### config.mk
export PLATFORM = sky130hd
export DESIGN_NAME = alu_ctrl_muldiv
export DESIGN_NICKNAME = d
export VERILOG_FILES = /design/src/rtl/alu_ctrl_muldiv.sv
export SDC_FILE = /design/constraint.sdc
export NUM_CORES = 1
export LEC_CHECK = 0
export BUFFER_PORTS_ARGS = -buffer_cell sky130_fd_sc_hd__buf_2
export CORE_AREA = 2 2 162 164
export DETAILED_ROUTE_END_ITERATION = 6
export DIE_AREA = 0 0 164 166
export PLACE_DENSITY = 0.91
export SLEW_MARGIN = 20
export SYNTH_ARGS = -nofsm -noshare
export SYNTH_HDL_FRONTEND = slang
export SYNTH_SLANG_ARGS = --single-unit
export TNS_END_PERCENT = 100
### constraint.sdc
create_clock -name clk -period 5.3 [get_ports clk]
set_input_delay 0.265 -clock clk [delete_from_list [all_inputs] [get_ports clk]]
set_output_delay 0.265 -clock clk [all_outputs]
set_load 0.03 [all_outputs]
### src/rtl/alu_ctrl_muldiv.sv
// alu_ctrl_muldiv: ALU select decode plus an iterative multiply/divide engine
// with HI/LO registers. The engine runs WIDTH shift-add / restoring-subtract
// steps, then applies the result sign. While it is busy, any further MD
// instruction is stalled.
module alu_ctrl_muldiv #(
    parameter int WIDTH  = 32,
    parameter int CTRL_W = 4
) (
    input  logic              clk,
    input  logic              reset,
    input  logic [5:0]        funct,
    input  logic [1:0]        aluop,
    input  logic              issue,
    input  logic [WIDTH-1:0]  op_a,
    input  logic [WIDTH-1:0]  op_b,
    output logic [CTRL_W-1:0] aluctrl,
    output logic              md_busy,
    output logic              md_done,
    output logic              stall,
    output logic [WIDTH-1:0]  hi,
    output logic [WIDTH-1:0]  lo
);

    localparam int CNT_W = (WIDTH > 1) ? $clog2(WIDTH) : 1;
    localparam logic [CNT_W-1:0]   LAST_STEP = CNT_W'(WIDTH - 1);
    localparam logic [CNT_W-1:0]   CNT_ONE   = {{(CNT_W-1){1'b0}}, 1'b1};
    localparam logic [WIDTH-1:0]   ZERO_W    = {WIDTH{1'b0}};
    localparam logic [WIDTH-1:0]   ONES_W    = {WIDTH{1'b1}};
    localparam logic [WIDTH-1:0]   ONE_W     = {{(WIDTH-1){1'b0}}, 1'b1};
    localparam logic [2*WIDTH-1:0] ONE_2W    = {{(2*WIDTH-1){1'b0}}, 1'b1};

    typedef enum logic [1:0] {
        IDLE = 2'b00,
        RUN  = 2'b01,
        FIX  = 2'b10
    } state_t;

    state_t             state_r, state_n;
    logic [CNT_W-1:0]   cnt_r;
    logic [WIDTH-1:0]   opnd_r;       // multiplicand (mult) or divisor (div) magnitude
    logic [2*WIDTH-1:0] p_r;          // {acc, multiplier} or {remainder, quotient}
    logic               is_div_r;
    logic               neg_q_r;      // operand signs differ on a signed op
    logic               neg_r_r;      // signed dividend is negative
    logic               dz_r;         // divisor was zero
    logic [WIDTH-1:0]   hi_r, lo_r;
    logic               md_busy_r, md_done_r;

    logic               is_muldiv_s, is_md_s, start_s, mthi_s, mtlo_s, signed_op_s;
    logic [WIDTH-1:0]   mag_a_s, mag_b_s;
    logic [WIDTH:0]     mul_sum_s, div_shift_s, div_diff_s;
    logic [2*WIDTH-1:0] p_step_s, prod_s;
    logic [WIDTH-1:0]   fix_hi_s, fix_lo_s;
    logic [3:0]         alu_sel_s;

    assign is_muldiv_s = (aluop == 2'b10) && (funct[5:2] == 4'b0110);
    assign is_md_s     = (aluop == 2'b10) && ((funct[5:2] == 4'b0110) || (funct[5:2] == 4'b0100));
    assign start_s     = issue && is_muldiv_s && (state_r == IDLE);
    assign mthi_s      = issue && (aluop == 2'b10) && (funct == 6'b010001);
    assign mtlo_s      = issue && (aluop == 2'b10) && (funct == 6'b010011);
    assign signed_op_s = ~funct[0];
    assign mag_a_s     = (signed_op_s && op_a[WIDTH-1]) ? ((~op_a) + ONE_W) : op_a;
    assign mag_b_s     = (signed_op_s && op_b[WIDTH-1]) ? ((~op_b) + ONE_W) : op_b;

    assign aluctrl = CTRL_W'(alu_sel_s);
    assign md_busy = md_busy_r;
    assign md_done = md_done_r;
    assign hi      = hi_r;
    assign lo      = lo_r;

    // ALU select decode, independent of the engine state
    always_comb begin
        alu_sel_s = 4'b0000;
        case (aluop)
            2'b00: alu_sel_s = 4'b0010;
            2'b01: alu_sel_s = 4'b0110;
            2'b11: alu_sel_s = 4'b0111;
            2'b10: begin
                case (funct)
                    6'b100000: alu_sel_s = 4'b0010;
                    6'b100010: alu_sel_s = 4'b0110;
                    6'b100100: alu_sel_s = 4'b0000;
                    6'b100101: alu_sel_s = 4'b0001;
                    6'b100110: alu_sel_s = 4'b1000;
                    6'b100111: alu_sel_s = 4'b1001;
                    6'b101010: alu_sel_s = 4'b0111;
                    6'b101011: alu_sel_s = 4'b1010;
                    default:   alu_sel_s = 4'b0000;
                endcase
            end
            default: alu_sel_s = 4'b0000;
        endcase
    end

    // Stall any MD instruction while the engine is occupied
    always_comb begin
        if (issue && is_md_s && md_busy_r) begin
            stall = 1'b1;
        end else begin
            stall = 1'b0;
        end
    end

    // FSM next state
    always_comb begin
        state_n = state_r;
        case (state_r)
            IDLE: begin
                if (start_s) begin
                    state_n = RUN;
                end else begin
                    state_n = IDLE;
                end
            end
            RUN: begin
                if (cnt_r == LAST_STEP) begin
                    state_n = FIX;
                end else begin
                    state_n = RUN;
                end
            end
            FIX:     state_n = IDLE;
            default: state_n = IDLE;
        endcase
    end

    // FSM state register with busy/done flags registered from the next state
    always_ff @(posedge clk) begin
        if (reset) begin
            state_r   <= IDLE;
            md_busy_r <= 1'b0;
            md_done_r <= 1'b0;
        end else begin
            state_r   <= state_n;
            md_busy_r <= (state_n != IDLE);
            md_done_r <= (state_n == FIX);
        end
    end

    // One iteration: shift-add for multiply, restoring subtract for divide
    always_comb begin
        mul_sum_s   = {1'b0, p_r[2*WIDTH-1:WIDTH]} + {1'b0, opnd_r};
        div_shift_s = {p_r[2*WIDTH-1:WIDTH], p_r[WIDTH-1]};
        div_diff_s  = div_shift_s - {1'b0, opnd_r};
        p_step_s    = p_r;
        if (is_div_r) begin
            if (div_shift_s >= {1'b0, opnd_r}) begin
                p_step_s = {div_diff_s[WIDTH-1:0], p_r[WIDTH-2:0], 1'b1};
            end else begin
                p_step_s = {div_shift_s[WIDTH-1:0], p_r[WIDTH-2:0], 1'b0};
            end
        end else begin
            if (p_r[0]) begin
                p_step_s = {mul_sum_s, p_r[WIDTH-1:1]};
            end else begin
                p_step_s = {1'b0, p_r[2*WIDTH-1:1]};
            end
        end
    end

    // Sign fix-up; a zero divisor keeps the all-ones quotient unsigned
    always_comb begin
        prod_s   = neg_q_r ? ((~p_r) + ONE_2W) : p_r;
        fix_hi_s = prod_s[2*WIDTH-1:WIDTH];
        fix_lo_s = prod_s[WIDTH-1:0];
        if (is_div_r) begin
            fix_hi_s = neg_r_r ? ((~p_r[2*WIDTH-1:WIDTH]) + ONE_W) : p_r[2*WIDTH-1:WIDTH];
            if (dz_r) begin
                fix_lo_s = ONES_W;
            end else begin
                fix_lo_s = neg_q_r ? ((~p_r[WIDTH-1:0]) + ONE_W) : p_r[WIDTH-1:0];
            end
        end else begin
            fix_hi_s = prod_s[2*WIDTH-1:WIDTH];
            fix_lo_s = prod_s[WIDTH-1:0];
        end
    end

    // Engine datapath and HI/LO registers
    always_ff @(posedge clk) begin
        if (reset) begin
            cnt_r    <= {CNT_W{1'b0}};
            opnd_r   <= ZERO_W;
            p_r      <= {ZERO_W, ZERO_W};
            is_div_r <= 1'b0;
            neg_q_r  <= 1'b0;
            neg_r_r  <= 1'b0;
            dz_r     <= 1'b0;
            hi_r     <= ZERO_W;
            lo_r     <= ZERO_W;
        end else begin
            case (state_r)
                IDLE: begin
                    if (start_s) begin
                        cnt_r    <= {CNT_W{1'b0}};
                        is_div_r <= funct[1];
                        opnd_r   <= funct[1] ? mag_b_s : mag_a_s;
                        p_r      <= {ZERO_W, (funct[1] ? mag_a_s : mag_b_s)};
                        neg_q_r  <= signed_op_s && (op_a[WIDTH-1] ^ op_b[WIDTH-1]);
                        neg_r_r  <= signed_op_s && op_a[WIDTH-1];
                        dz_r     <= (op_b == ZERO_W);
                    end else if (mthi_s) begin
                        hi_r <= op_a;
                    end else if (mtlo_s) begin
                        lo_r <= op_a;
                    end
                end
                RUN: begin
                    p_r   <= p_step_s;
                    cnt_r <= cnt_r + CNT_ONE;
                end
                FIX: begin
                    hi_r <= fix_hi_s;
                    lo_r <= fix_lo_s;
                end
                default: begin
                    cnt_r <= {CNT_W{1'b0}};
                end
            endcase
        end
    end

endmodule

==> results by group <==
Timing
  – Max transition margin: 27.1%
  – Post-route minimum period: 3.90 ns
  – Final Hold Viols: 0
  – Final Cycle Share: 73.5%
  – RSZ-0062 raised after global routing: false
  – Fin Setup TNS: 0 ns
  – Final Setup Violations: 0
  – Clock skew: 0.0149 ns
  – Min setup slack post-route: 1.40 ns
  – Final slew viol count: 0
  – Worst-Margin Slew: 1.09 ns
  – Achievable clock frequency: 0.257 GHz

Clocking
  – Hold buffer count at CTS: 0
  – Max Root-Sink Buffers: 2
  – TritonCTS clock tree: yes
  – Sink Count: 173
  – CTS H-tree lvls: 4
  – CTS root buf: clkbuf_16
  – Post-CTS Resized: 0
  – Worst-skew pair later-pin latency: 0.46 ns
  – Setup repair bufs after CTS: 0
  – Clock Pin Slew Worst Setup and Hold Paths: 0.08 ns
  – CTS Buf Count: 17

Floorplan
  – Die ar.: 0.0272 sq mm
  – Die Span Y: 166 microns
  – Core ar.: 0.0256 sq mm
  – Io pins: 146
  – # rows: 59
  – Die Width: 164 microns
  – Initial Utilization: 58.5%

Route
  – Post-Route WL: 59100 microns
  – First-pass DRT Iterations: 7
  – Vias per std cell: 7.01
  – Starting DRT DRC Count: 2638
  – Total number of vias: 17154
  – Wirelength per Cell: 24.2 microns
  – Antenna viol nets, final: 0
  – Drt drc: 3

Place
  – Pre-CTS setup slack: 1.56 ns
  – DP Wirelength: 43300 microns
  – I/O Buffers: 145
  – Routability Congestion: 1.04

Yosys
  – Yosys warns: 0
  – Most common flop cell mapped by yosys: dfxtp_1
  – Compound-gate portion of the synthesized area: 30.9%
  – Sequential area share after synthesis: 23.1%
  – Synth cell count leaders: a21oi_1 (235), nand2_1 (229), nor2_1 (191)
  – Post-synth top area cell: dfxtp_1
  – Post-synth EDFFs: 0
  – Main combinational cell family by area after synthesis: compound AO/OA/AOI/OAI gates
  – Mapped Avg Cell Area: 7.26 sq um
  – Simple-gate area share of the yosys netlist: 21.1%
  – Post-Synth Adder-Cell Area: 6.11%
  – Synth Area in XOR/XNOR: 9.76%
  – Post-synthesis mux area share: 3.68%
  – Post-synth ARST share: 0%
  – Post-Synthesis Cells: 2064
  – Synth Cell Area: 0.0150 sq mm
  – Post-synth top area share: 23.1%
  – Area contributors post-synth: dfxtp_1 (23%), a21oi_1 (7.8%), ha_1 (5.8%)
  – Cell variety after synth: 78
  – Synthesized flop and latch total: 173
  – Syn Nets: 2211
  – Count leader, synth: a21oi_1

Worst setup path
  – RR Endpoint: p_r[35]
  – Slowest stage cell on the critical path: o21a_1
  – Most frequent CP cell: o21ai_0
  – Worst Reg-to-Reg Cells: 10
  – Worst-path cell chain: ha_1, nand4_1, a211oi_1, nor3_1, o21ai_0, o21a_1, buf_4, mux2_2, a21oi_1, o21ai_0
  – R2R setup slack: 1.40 ns
  – Worst path max stage delay: 0.69 ns
  – Setup CP Type: flop to flop
  – Worst endpoint data arrival time: 4.22 ns
  – Worst setup path start: p_r[36]
  – Worst r2r src: p_r[36]
  – Setup crit end: p_r[35]
  – Crit path launch type: flop
  – CP Capture Type: flop
  – CP required: 5.63 ns
  – Worst-path maximum fanout: 15

Pwr
  – Leak: 6.77 nW
  – Power Dens Cells: 190 mW/mm^2
  – Peak supply drop: 0.000209 V

Final layout
  – Area growth syn-to-layout: 9.36%
  – NumNets Final: 2246
  – Fill cell count: 2232
  – Layout cells sized above 1: 11.4%

Worst hold path
  – Worst hold start: op_a[16]
  – Tightest Hold Check Type: primary input to flop

GRT
  – Largest net degree at the start of global routing: 76
  – First-pass GRT wire length: 89500 microns
  – Number of global-route vias before repair: 15740
  – Total gr overflow: 0
  – Total track usage: 42.6%
  – Initial antenna violation count: 1

Run
  – Max_cap viols: 0

Status
  – Status: finished with violations
  – Failing checks: design-rule violations
[layout by cell type, fill, tap and decap left out, types with 7 or more instances in the layout]
cell and n:
a21oi_1 235, nand2_1 229, nor2_1 189, dfxtp_1 172, buf_2 144, o21ai_0 114, xnor2_1 90, a211oi_1 83
xor2_1 77, ha_1 70, inv_1 56, nor3_1 50, mux2i_1 45, a21o_1 33, o211ai_1 33, nand3_1 30
nor4_1 28, nor2b_1 27, o221ai_1 27, buf_4 25, nand2b_1 23, o31ai_1 23, nand4_1 20, o21a_1 19
or3_1 19, clkbuf_16 17, a31oi_1 16, a22oi_1 16, nand3b_1 10, a2111oi_0 10, a311oi_1 10, a22o_1 10
a211o_1 9, o21bai_1 9, mux2_2 9, o41ai_1 9, and3_1 8, or2_2 7
[worst max-delay path, delay by kind of cell, from the launching register on]
| family | cells | cell delay (ns) |
|---|---|---|
| mux | 1 | 0.35 |
| flops | 1 | 0.65 |
| compound gates | 5 | 1.73 |
| fa+ha+maj | 1 | 0.32 |
| simple gates | 2 | 0.40 |
| buf+inv | 1 | 0.33 |
[worst min path at each step]
| stage | to | slack [ns] | depth (start not counted) |
|---|---|---|---|
| 2_1_floorplan | hi[10] | 0.42 | 2 |
| 3_3_place_gp | lo[31] | 0.44 | 2 |
| 3_5_place_dp | lo[10] | 0.44 | 2 |
| 4_1_cts | hi[16] | 0.14 | 3 |
| 5_1_grt | hi[16] | 0.17 | 3 |
| 6_report | hi[16] | 0.17 | 3 |
[layer usage]
metal  GRT usage (%)  vias to the layer above  share of wire [%]
met5               0                        -              0.019
met3            10.8                      334                 12
met1            51.5                     7937                 36
li1                -                     7634                  -
met4            29.3                        2                8.4
met2            66.1                     1247                 44
[final cells by class]
class / instances / area, sq um / area share, %
sequential: 173 / 3470 / 21.1
clock inverter: 14 / 189 / 1.15
tap: 335 / 419 / 2.56
multi-input combinational: 1679 / 10800 / 65.6
antenna: 1 / 2.50 / 0.0153
clock buffer: 18 / 439 / 2.68
timing repair buffer: 169 / 908 / 5.54
inverter: 59 / 221 / 1.35
[sequential cells by signal (all words and copies together) (netlist names)]
signal	cells
p_r	64
hi	32
lo	32
opnd_r	32
cnt_r	5
state_r	2
dz_r	1
is_div_r	1
md_busy	1
md_done	1
neg_q_r	1
neg_r_r	1
[where the power goes]
group / switching [mW] / internal (mW) / total (mW)
clock: 0.652 / 0.698 / 1.35
sequential: 0.00911 / 1.30 / 1.31
combinational: 0.310 / 0.136 / 0.446
[logic make-up (layout without fill, tap and decap cells)]
group / after synthesis / count (layout)
buf+inv: 212 / 260
other cells: 0 / 1
simple gates: 675 / 675
mux: 54 / 54
fa+ha+maj: 72 / 72
xor+xnor: 167 / 167
compound gates: 711 / 711
flops: 173 / 173
[metrics by stage]
step	hold slack, ns	utilization, %	total power [mW]	std cells	cell area [sq um]
2_1_floorplan	0.425	-	1.59	2064	15000
3_3_place_gp	0.439	61.5	1.75	2415	15800
3_5_place_dp	0.442	61.5	1.76	2415	15800
4_1_cts	0.143	64.0	3.07	2447	16400
5_1_grt	0.172	64.0	3.17	2447	16400
6_report	0.165	64.0	3.11	2448	16400
Note: power is estimated with default switching activity, not from simulation.
